### config.mk
export PLATFORM = sky130hd
export DESIGN_NAME = axil_slave_regfile_flat
export DESIGN_NICKNAME = d
export VERILOG_FILES = /design/src/rtl/axil_slave_regfile_pkg.sv /design/src/rtl/axil_slave_regfile_if.sv /design/src/rtl/axil_slave_regfile_reg_bank.sv /design/src/rtl/axil_slave_regfile.sv /design/src/flat_wrapper.sv
export SDC_FILE = /design/constraint.sdc
export NUM_CORES = 1
export LEC_CHECK = 0
export CORE_MARGIN = 4
export CORE_UTILIZATION = 50
export DETAILED_ROUTE_END_ITERATION = 12
export HOLD_SLACK_MARGIN = 0.12
export PLACE_DENSITY = 0.83
export SETUP_SLACK_MARGIN = 0.1
export SLEW_MARGIN = 25
export SYNTH_ARGS = -nofsm -noshare
export SYNTH_HDL_FRONTEND = slang
export SYNTH_SLANG_ARGS = --single-unit
### constraint.sdc
create_clock -name clk_i -period 2.65 [get_ports clk_i]
set_input_delay 0.3975 -clock clk_i [delete_from_list [all_inputs] [get_ports clk_i]]
set_output_delay 0.3975 -clock clk_i [all_outputs]
set_load 0.03 [all_outputs]
### src/rtl/axil_slave_regfile_pkg.sv
// Shared AXI-Lite response codes and FSM state types for the register-file slave.
package axil_pkg;

  typedef logic [1:0] resp_t;

  localparam resp_t RESP_OKAY   = 2'b00;
  localparam resp_t RESP_SLVERR = 2'b10;

  typedef enum logic [1:0] {W_IDLE, W_HAVE_AW, W_HAVE_W, W_RESP} wr_state_t;
  typedef enum logic {R_IDLE, R_DATA} rd_state_t;

endpackage

### src/rtl/axil_slave_regfile_if.sv
// AXI-Lite bus bundle (AW/W/B/AR/R) with master and slave views.
interface axil_slave_regfile_if
  import axil_pkg::*;
#(
  parameter int ADDR_WIDTH = 4,
  parameter int DATA_WIDTH = 32
) ();

  logic [ADDR_WIDTH-1:0]   aw_addr;
  logic                    aw_valid;
  logic                    aw_ready;
  logic [DATA_WIDTH-1:0]   w_data;
  logic [DATA_WIDTH/8-1:0] w_strb;
  logic                    w_valid;
  logic                    w_ready;
  resp_t                   b_resp;
  logic                    b_valid;
  logic                    b_ready;
  logic [ADDR_WIDTH-1:0]   ar_addr;
  logic                    ar_valid;
  logic                    ar_ready;
  logic [DATA_WIDTH-1:0]   r_data;
  resp_t                   r_resp;
  logic                    r_valid;
  logic                    r_ready;

  modport master (
    output aw_addr, aw_valid, input aw_ready,
    output w_data, w_strb, w_valid, input w_ready,
    input b_resp, b_valid, output b_ready,
    output ar_addr, ar_valid, input ar_ready,
    input r_data, r_resp, r_valid, output r_ready
  );

  modport slave (
    input aw_addr, aw_valid, output aw_ready,
    input w_data, w_strb, w_valid, output w_ready,
    output b_resp, b_valid, input b_ready,
    input ar_addr, ar_valid, output ar_ready,
    output r_data, r_resp, r_valid, input r_ready
  );

endinterface

### src/rtl/axil_slave_regfile_reg_bank.sv
// Byte-strobed 32-bit register array with one combinational read port.
// AXIL_REGFILE_WRCNT_EN adds a read-only count of accepted writes at index NUM_REGS.
module axil_reg_bank
  import axil_pkg::*;
#(
  parameter int IDX_WIDTH = 2,
  parameter int NUM_REGS  = 4
) (
  input  logic                   clk_i,
  input  logic                   rst_i,
  input  logic                   i_wr_en,
  input  logic [IDX_WIDTH-1:0]   i_wr_idx,
  input  logic [31:0]            i_wr_data,
  input  logic [3:0]             i_wr_strb,
  output logic                   o_wr_ok,
  input  logic [IDX_WIDTH-1:0]   i_rd_idx,
  output logic [31:0]            o_rd_data,
  output logic                   o_rd_ok,
  output logic [NUM_REGS*32-1:0] o_regs
);

  logic [31:0] r_regs [NUM_REGS];
  logic [31:0] w_wr_idx;
  logic [31:0] w_rd_idx;

  if (NUM_REGS < 1 || NUM_REGS > 2**IDX_WIDTH) begin : g_bad_num_regs
    $error("axil_reg_bank: NUM_REGS out of range for address width");
  end

  assign w_wr_idx = 32'(i_wr_idx);
  assign w_rd_idx = 32'(i_rd_idx);
  assign o_wr_ok  = (w_wr_idx < NUM_REGS);

  always_ff @(posedge clk_i) begin
    if (rst_i) begin
      for (int i = 0; i < NUM_REGS; i++) r_regs[i] <= '0;
    end else if (i_wr_en && o_wr_ok) begin
      for (int i = 0; i < NUM_REGS; i++) begin
        if (w_wr_idx == i) begin
          for (int b = 0; b < 4; b++) begin
            if (i_wr_strb[b]) r_regs[i][8*b +: 8] <= i_wr_data[8*b +: 8];
          end
        end
      end
    end
  end

`ifdef AXIL_REGFILE_WRCNT_EN
  logic [31:0] r_wr_cnt;

  if (NUM_REGS + 1 > 2**IDX_WIDTH) begin : g_no_room_for_cnt
    $error("axil_reg_bank: no address slot left for the write counter");
  end

  // Only writes that land in a real register count; the counter slot itself rejects writes.
  always_ff @(posedge clk_i) begin
    if (rst_i) r_wr_cnt <= '0;
    else if (i_wr_en && o_wr_ok) r_wr_cnt <= r_wr_cnt + 32'd1;
  end
`endif

  always_comb begin
    o_rd_data = '0;
    o_rd_ok   = 1'b0;
    for (int i = 0; i < NUM_REGS; i++) begin
      if (w_rd_idx == i) begin
        o_rd_data = r_regs[i];
        o_rd_ok   = 1'b1;
      end
    end
`ifdef AXIL_REGFILE_WRCNT_EN
    if (w_rd_idx == NUM_REGS) begin
      o_rd_data = r_wr_cnt;
      o_rd_ok   = 1'b1;
    end
`endif
  end

  for (genvar g = 0; g < NUM_REGS; g++) begin : g_flat
    assign o_regs[g*32 +: 32] = r_regs[g];
  end

endmodule

### src/rtl/axil_slave_regfile.sv
// AXI-Lite slave register file with independent write (AW/W/B) and read (AR/R) FSMs.
// Optional macro AXIL_REGFILE_WRCNT_EN adds a write counter at index NUM_REGS.
module axil_slave_regfile
  import axil_pkg::*;
#(
  parameter int ADDR_WIDTH = 4,
  parameter int DATA_WIDTH = 32,
  parameter int NUM_REGS   = 4
) (
  input  logic                           clk_i,
  input  logic                           rst_i,
  axil_slave_regfile_if.slave            s_axil,
  output logic [NUM_REGS*DATA_WIDTH-1:0] regs_o
);

  localparam int IDX_W = ADDR_WIDTH - 2;

  if (DATA_WIDTH != 32) begin : g_bad_data_width
    $error("axil_slave_regfile: DATA_WIDTH must be 32");
  end

  wr_state_t r_wstate;
  rd_state_t r_rstate;

  logic [ADDR_WIDTH-1:0] r_aw_addr;
  logic [DATA_WIDTH-1:0] r_w_data;
  logic [3:0]            r_w_strb;
  resp_t                 r_b_resp;
  logic [DATA_WIDTH-1:0] r_r_data;
  resp_t                 r_r_resp;

  logic                  w_aw_hs;
  logic                  w_w_hs;
  logic                  w_ar_hs;
  logic                  w_do_write;
  logic                  w_wr_ok;
  logic                  w_rd_ok;
  logic [ADDR_WIDTH-1:0] w_wr_addr;
  logic [DATA_WIDTH-1:0] w_wr_data;
  logic [3:0]            w_wr_strb;
  logic [DATA_WIDTH-1:0] w_rd_data;
  logic                  w_unused_addr_bits;

  assign s_axil.aw_ready = !rst_i && (r_wstate == W_IDLE || r_wstate == W_HAVE_W);
  assign s_axil.w_ready  = !rst_i && (r_wstate == W_IDLE || r_wstate == W_HAVE_AW);
  assign s_axil.b_valid  = (r_wstate == W_RESP);
  assign s_axil.b_resp   = r_b_resp;
  assign s_axil.ar_ready = !rst_i && (r_rstate == R_IDLE);
  assign s_axil.r_valid  = (r_rstate == R_DATA);
  assign s_axil.r_data   = r_r_data;
  assign s_axil.r_resp   = r_r_resp;

  assign w_aw_hs = s_axil.aw_valid && s_axil.aw_ready;
  assign w_w_hs  = s_axil.w_valid && s_axil.w_ready;
  assign w_ar_hs = s_axil.ar_valid && s_axil.ar_ready;

  // A write commits on whichever edge completes the second of the AW/W handshakes.
  always_comb begin
    w_do_write = 1'b0;
    case (r_wstate)
      W_IDLE:    w_do_write = w_aw_hs && w_w_hs;
      W_HAVE_AW: w_do_write = w_w_hs;
      W_HAVE_W:  w_do_write = w_aw_hs;
      default:   w_do_write = 1'b0;
    endcase
  end

  assign w_wr_addr = (r_wstate == W_HAVE_AW) ? r_aw_addr : s_axil.aw_addr;
  assign w_wr_data = (r_wstate == W_HAVE_W) ? r_w_data : s_axil.w_data;
  assign w_wr_strb = (r_wstate == W_HAVE_W) ? r_w_strb : s_axil.w_strb;

  assign w_unused_addr_bits = ^{w_wr_addr[1:0], s_axil.ar_addr[1:0]};

  always_ff @(posedge clk_i) begin
    if (rst_i) begin
      r_wstate  <= W_IDLE;
      r_aw_addr <= '0;
      r_w_data  <= '0;
      r_w_strb  <= '0;
      r_b_resp  <= RESP_OKAY;
    end else begin
      case (r_wstate)
        W_IDLE: begin
          if (w_aw_hs && w_w_hs) begin
            r_wstate <= W_RESP;
          end else if (w_aw_hs) begin
            r_aw_addr <= s_axil.aw_addr;
            r_wstate  <= W_HAVE_AW;
          end else if (w_w_hs) begin
            r_w_data <= s_axil.w_data;
            r_w_strb <= s_axil.w_strb;
            r_wstate <= W_HAVE_W;
          end
        end
        W_HAVE_AW: if (w_w_hs) r_wstate <= W_RESP;
        W_HAVE_W:  if (w_aw_hs) r_wstate <= W_RESP;
        W_RESP:    if (s_axil.b_ready) r_wstate <= W_IDLE;
        default:   r_wstate <= W_IDLE;
      endcase
      if (w_do_write) r_b_resp <= w_wr_ok ? RESP_OKAY : RESP_SLVERR;
    end
  end

  // Read data is captured from the pre-edge register contents, so a colliding write is not visible.
  always_ff @(posedge clk_i) begin
    if (rst_i) begin
      r_rstate <= R_IDLE;
      r_r_data <= '0;
      r_r_resp <= RESP_OKAY;
    end else begin
      case (r_rstate)
        R_IDLE: begin
          if (w_ar_hs) begin
            r_r_data <= w_rd_ok ? w_rd_data : '0;
            r_r_resp <= w_rd_ok ? RESP_OKAY : RESP_SLVERR;
            r_rstate <= R_DATA;
          end
        end
        R_DATA:  if (s_axil.r_ready) r_rstate <= R_IDLE;
        default: r_rstate <= R_IDLE;
      endcase
    end
  end

  axil_reg_bank #(
    .IDX_WIDTH (IDX_W),
    .NUM_REGS  (NUM_REGS)
  ) u_bank (
    .clk_i     (clk_i),
    .rst_i     (rst_i),
    .i_wr_en   (w_do_write),
    .i_wr_idx  (w_wr_addr[ADDR_WIDTH-1:2]),
    .i_wr_data (w_wr_data),
    .i_wr_strb (w_wr_strb),
    .o_wr_ok   (w_wr_ok),
    .i_rd_idx  (s_axil.ar_addr[ADDR_WIDTH-1:2]),
    .o_rd_data (w_rd_data),
    .o_rd_ok   (w_rd_ok),
    .o_regs    (regs_o)
  );

endmodule

### src/flat_wrapper.sv
// flat-port wrapper written by rule: the top's interface ports become plain ports
module axil_slave_regfile_flat import axil_pkg::*;
#(
  parameter int ADDR_WIDTH = 4,
  parameter int DATA_WIDTH = 32,
  parameter int NUM_REGS   = 4
)
  (clk_i, rst_i, regs_o, s_axil_aw_addr, s_axil_aw_valid, s_axil_aw_ready, s_axil_w_data, s_axil_w_strb, s_axil_w_valid, s_axil_w_ready, s_axil_b_resp, s_axil_b_valid, s_axil_b_ready, s_axil_ar_addr, s_axil_ar_valid, s_axil_ar_ready, s_axil_r_data, s_axil_r_resp, s_axil_r_valid, s_axil_r_ready);
  axil_slave_regfile_if #(.ADDR_WIDTH(ADDR_WIDTH), .DATA_WIDTH(DATA_WIDTH)) s_axil_i ();
  input  logic clk_i;
  input  logic rst_i;
  output logic [NUM_REGS*DATA_WIDTH-1:0] regs_o;
  input wire logic [$bits(s_axil_i.aw_addr)-1:0] s_axil_aw_addr;
  input wire logic [$bits(s_axil_i.aw_valid)-1:0] s_axil_aw_valid;
  output wire logic [$bits(s_axil_i.aw_ready)-1:0] s_axil_aw_ready;
  input wire logic [$bits(s_axil_i.w_data)-1:0] s_axil_w_data;
  input wire logic [$bits(s_axil_i.w_strb)-1:0] s_axil_w_strb;
  input wire logic [$bits(s_axil_i.w_valid)-1:0] s_axil_w_valid;
  output wire logic [$bits(s_axil_i.w_ready)-1:0] s_axil_w_ready;
  output wire logic [$bits(s_axil_i.b_resp)-1:0] s_axil_b_resp;
  output wire logic [$bits(s_axil_i.b_valid)-1:0] s_axil_b_valid;
  input wire logic [$bits(s_axil_i.b_ready)-1:0] s_axil_b_ready;
  input wire logic [$bits(s_axil_i.ar_addr)-1:0] s_axil_ar_addr;
  input wire logic [$bits(s_axil_i.ar_valid)-1:0] s_axil_ar_valid;
  output wire logic [$bits(s_axil_i.ar_ready)-1:0] s_axil_ar_ready;
  output wire logic [$bits(s_axil_i.r_data)-1:0] s_axil_r_data;
  output wire logic [$bits(s_axil_i.r_resp)-1:0] s_axil_r_resp;
  output wire logic [$bits(s_axil_i.r_valid)-1:0] s_axil_r_valid;
  input wire logic [$bits(s_axil_i.r_ready)-1:0] s_axil_r_ready;
  assign s_axil_i.aw_addr = s_axil_aw_addr;
  assign s_axil_i.aw_valid = s_axil_aw_valid;
  assign s_axil_aw_ready = s_axil_i.aw_ready;
  assign s_axil_i.w_data = s_axil_w_data;
  assign s_axil_i.w_strb = s_axil_w_strb;
  assign s_axil_i.w_valid = s_axil_w_valid;
  assign s_axil_w_ready = s_axil_i.w_ready;
  assign s_axil_b_resp = s_axil_i.b_resp;
  assign s_axil_b_valid = s_axil_i.b_valid;
  assign s_axil_i.b_ready = s_axil_b_ready;
  assign s_axil_i.ar_addr = s_axil_ar_addr;
  assign s_axil_i.ar_valid = s_axil_ar_valid;
  assign s_axil_ar_ready = s_axil_i.ar_ready;
  assign s_axil_r_data = s_axil_i.r_data;
  assign s_axil_r_resp = s_axil_i.r_resp;
  assign s_axil_r_valid = s_axil_i.r_valid;
  assign s_axil_i.r_ready = s_axil_r_ready;
  axil_slave_regfile #(.ADDR_WIDTH(ADDR_WIDTH), .DATA_WIDTH(DATA_WIDTH), .NUM_REGS(NUM_REGS)) u_core (.clk_i(clk_i), .rst_i(rst_i), .s_axil(s_axil_i), .regs_o(regs_o));
endmodule
======== Yosys cells after proc, flatten, opt, wreduce, memory -nomap -nowiden ========
Memory sizes are Yosys's and may differ from the RTL's.
Index checks and enable logic that the tools add are counted.
word-level totals
  bits in registers ....................... 79
  memory bits (writable) .................. 128
  input port bits ......................... 51
  output and inout bits ................... 169
  logic and storage cells ................. 171
  memories kept ........................... 1
memory list
  name                  words  bits a word  read ports  clocked after Yosys merged registers in  write ports  line                               text
  u_core.u_bank.r_regs  4      32           4           0                                        4            axil_slave_regfile_reg_bank.sv:22  logic [31:0] r_regs [NUM_REGS];
cells by class
  $lt $le $gt $ge ......................... 1
  equal/unequal tests ..................... 13
  mux-type cells .......................... 111
  bitwise gates (word level) .............. 19
  reductions and logical operators ........ 18
operators with widths
  cell                                                        count
  two-way mux 32 bit                                          6
  two-way mux 8 bit                                           16
  two-way mux 1 bit                                           76
  logical NOT 32 bit                                          2
  two-way mux 2 bit                                           8
  bitwise OR 1 bit                                            16
  == test 2 bit, second input constant                        6
  logical AND 1 bit                                           8
  two-way mux 4 bit                                           2
  one-hot mux 2 bit (4 select lines)                          1
  AND reduction 4 bit                                         2
  == test 2 x 1 -> 1 bit, second input constant               3
  != test 2 x 1 -> 1 bit, second input constant               3
  != test 4 x 2 -> 1 bit, second input constant               1
  less-than comparator 2 x 3 -> 1 bit, second input constant  1
  NOT 1 bit                                                   3
  one-hot mux 1 bit (3 select lines)                          1
  AND reduction 3 bit                                         1
  logical NOT 2 bit                                           1
  logical OR 1 bit                                            2
  one-hot mux 1 bit (2 select lines)                          1
  AND reduction 2 bit                                         1
  logical NOT 1 bit                                           1

======== Logic depth before layout (Yosys ltp) ========
  word-level depth ........................ 11
  depth in mapped cells ................... 8
  mapped depth without buffers ............ 6

======== By module ========
A second synthesis with hierarchy kept.
unflattened totals
  cells, all modules ...................... 779
  area total of the unflattened synthesis .. 9111.2 µm²
modules (own cells, without submodules)
  module              instances  cells each  area each (µm²)  seq. area each (µm²)
  axil_reg_bank       1          382         5749.3           3843.7
  axil_slave_regfile  1          397         3362.0           1501.4

======== Least setup slack after synthesis ========
OpenSTA, ideal clock, no wires.
  path type ............................... register to register
  start ................................... reg u_core.r_wstate[0]
  end ..................................... mem u_core.u_bank.r_regs[0][24] (enable)
  arrival time ............................ 1806 ps
  path slack .............................. 510 ps
  stages on the path, launching flop included .. 8
  path buffers ............................ 1
  period minus slack after synthesis ...... 2140 ps
  cells stage by stage .................... dfxtp_1 -> inv_1 -> ha_1 -> buf_4 -> mux2i_1 -> nor3_2 -> nand3_2 -> nand2b_1
RTL lines
  what                    line                               text
  from (decl)             axil_slave_regfile.sv:22           wr_state_t r_wstate;
  from (signal assigned)  axil_slave_regfile.sv:76           r_wstate <= W_IDLE;
  from (signal assigned)  axil_slave_regfile.sv:85           r_wstate <= W_RESP;
  from (signal assigned)  axil_slave_regfile.sv:88           r_wstate <= W_HAVE_AW;
  to (decl)               axil_slave_regfile_reg_bank.sv:22

======== Worst setup path after layout ========
  start ................................... reg u_core.r_wstate[0]
  end ..................................... out s_axil_aw_ready
between the ends
  cells in the longest elaborated chain, start to end .. 3
  elaborated cells between the ends (all ways) .. 4
  those cells by class .................... 1 x eq/ne; 3 x reduce/logical
RTL lines
  what                                                       line                      text
  == test 2 bit / logical NOT 2 bit (equally long branches)  axil_slave_regfile.sv:44  assign s_axil.aw_ready = !rst_i && (r_wstate == W_IDLE || r_wstate == W_HAVE_W);
  logical OR 1 bit (*)                                       axil_slave_regfile.sv:44
  logical AND 1 bit (*)                                      axil_slave_regfile.sv:44
  to (decl)                                                  flat_wrapper.sv:15        output wire logic [$bits(s_axil_i.aw_ready)-1:0] s_axil_aw_ready;
Mark *: on every way between the ends. The rest lies on a longest branch, timed or not.

==> flow_summary.yaml <==
setup_path:
  worstPathArrival_ps: 2070
  cp_cell_sequence: "inv_1 -> ha_2 -> or2_2 -> nor2b_1 -> dlygate4sd2_1"
  critical_path.top_delay_family: "simple AND/OR/NAND/NOR gates"
  r2r-start: "u_core.r_wstate[0]$_SDFFE_PP0P_"
  cp_slowest_cell: "dfxtp_2"
  end_kind: "primary output"
  worstSetupStartpoint: "u_core.r_wstate[0]$_SDFFE_PP0P_"
  path_class: "register to primary output"
  crit_required_ps: 2250
  startpoint_type: "register"
  crit_buf_inv: 2
  slowest_delay_ps: 380
  path_max_fanout: 9
power_and_ir_drop:
  vdd_drop_max_mv: 0.600
  p_per_area_nw_per_um2: 720
  finalPower_mw: 8.65
  p_leak_nw: 4.17
final_layout:
  fillers: 1251
  stdcell_count: 1209
  finish.utilization_pct: 69.2
  synthToLayoutAreaGrowth_pct: 34.8
  antennaDiodeCount: 0
  final_nets: 1025
  multiInputGateArea_um2: 3330
  fin_area_um2: 12000
  seq_area_um2: 5330
  drive_gt1_share_pct: 13.3
global_route:
  grt_pass1_wl_mm: 35.5
  grt_pass1_vias: 6479
  grt_antenna_before_repair: 0
  grt.total_usage_pct: 22.4
  grt_max_degree: 66
  gr-total-overflow: 0
sta:
  setup_tns_ps: 0
  fmax_ghz: 0.405
  holdWs_ps: 389
  max_slew_margin_pct: 67.7
  fin_worst_skew_ps: 24.5
  rsz0062_at_grt: "false"
  finalHoldViolCount: 0
  period_needed_ps: 2470
  maxSlewViolCount: 0
  setup_viol: 0
  postLayoutSetupSlackWorst_ps: 181
  worstMarginPinSlew_ps: 471
  period_share_pct: 93.2
yosys:
  synthArstFlopShare_pct: 0
  yosysWarnings: 0
  synth_area_um2: 8900
  yosysMostFrequentCell: "nor2_1"
  synth_edf_count: 128
  synth_commonest_cells: "135 x nor2_1, 128 x edfxtp_1, 107 x nand2_1"
  netlist.area_leader.share_pct: 43.2
  yosysSeqAreaShare_pct: 59.8
  synth-main-ff-cell: "edfxtp_1"
  avgSynthCellArea_um2: 12.0
  ys_seq_elements: 202
  ys_types: 42
  syn-instance-count: 741
  synth_area_leaders: "edfxtp_1 43%, dfxtp_1 17%, mux4_2 8.1%"
  synth_top_area_cell: "edfxtp_1"
detailed_routing:
  drt_iter0_drc: 409
  via_per_inst: 5.35
  wl_mm: 23.2
  ant_nets: 0
  wl_per_cell_um: 19.2
  dr.pass1.iters: 5
  dr_total_vias: 6470
  post-route-drc-count: 0
floorplanning:
  fp.dieH_um: 141
  io_pins: 220
  initial_utilization_pct: 51.3
  row_count: 48
  coreArea_um2: 17400
  die_w_um: 141
  die_area_um2: 20000
cts:
  ctsHoldBuffers: 0
  cts-root-buf: "clkbuf_16"
  htreeDepth: 1
  cts_inserted_buffers: 21
  cts_sinks: 202
  clk_pin_slew_ps: 60
  clock_path_buffers: 3
  post_cts_buffers: 0
  clock_latency_ps: 500
  cts_tree: "yes"
outcome:
  status: "finished clean"
hold_path:
  hold_path.class: "input pin to register"
  worstHoldStart: "rst_i"
placement:
  post_dp_cell_area_um2: 11400
  hpwl_mm: 16.6
  gp_congestion: 0.818
  post-place-ws_ps: 131
  port_buffers: 212
  dp.cells: 1171
run:
  drv_cap: 0
## repair_timing
item | 4_1_cts | 5_1_grt
endpoints found under the setup margin | 8 | 18
pin swaps | 0 | 0
endpoints found under the hold margin | 0 | 0
resized for setup | 2 | 5
## cell families after synthesis
kind of cell | count (synthesis) | share of synthesized area [%]
multiplexers | 71 | 12.5
buffers and inverters | 46 | 3.06
AO/OA/AOI/OAI | 85 | 5.31
flip-flops | 202 | 59.8
other | 1 | 0.0421
AND/OR/NAND/NOR | 331 | 18.6
adder cells (fa/ha/maj) | 5 | 0.703
## placed cells by master, fill, tap and decap left out, types with 5 or more instances in the layout
cell	n
nand3_4	10
edfxtp_1	128
a21oi_1	40
mux2i_1	39
dfxtp_1	73
nand2b_1	50
buf_4	30
nand2_1	107
clkinv_2	6
nand3_2	6
clkbuf_16	22
o21ai_0	34
clkbuf_1	5
clkdlybuf4s50_1	208
nor2_1	135
mux4_2	32
## metal layers
| layer | track usage (%) | part of all wire (%) | vias up |
|---|---|---|---|
| met5 | 0 | 0 | - |
| met4 | 6.52 | 2.8 | 0 |
| met3 | 3.54 | 6.0 | 45 |
| met2 | 41.0 | 53 | 239 |
| met1 | 27.5 | 38 | 3128 |
| li1 | - | - | 3058 |
## cell type report
type | instances | area share [%]
flip-flops and latches | 202 | 44.4
multi-input cells | 495 | 27.8
repair buffers | 245 | 20.1
clock buffers | 28 | 4.86
well taps | 225 | 2.35
clock inverters | 10 | 0.417
inverters | 4 | 0.125
## sequential cells by signal (all words and copies together) (netlist names)
register / flops
u_core.r_w_strb: 4
u_core.r_aw_addr: 2
u_core.s_axil.r_resp: 1
u_core.s_axil.r_data: 32
u_core.u_bank.r_regs: 128
u_core.s_axil.r_valid: 1
u_core.r_w_data: 32
u_core.r_wstate: 2
## worst paths after layout
check / endpoint / slack [ps] / depth (start not counted)
worst min-delay path: u_core.r_w_data[27]$_SDFFE_PP0P_ / 390 / 3
worst max-delay path: s_axil_aw_ready / 180 / 5
worst min register to register: u_core.r_w_data[13]$_SDFFE_PP0P_ / 450 / 2
worst max register to register: u_core.u_bank.r_regs[1][5]$_SDFFCE_PN0P_ / 250 / 7
## worst min-delay path, stage by stage
cell	delay (ps)
buf_4	140
buf_12	230
a21oi_1	60
## where the power goes
part	internal [mW]	leakage (nW)	switching, mW
registers	3.54	1.93	0.115
logic	0.902	1.93	1.36
clock network	1.55	0.317	1.18
total	5.99	4.17	2.65
Note: power is estimated with default switching activity, not from simulation.
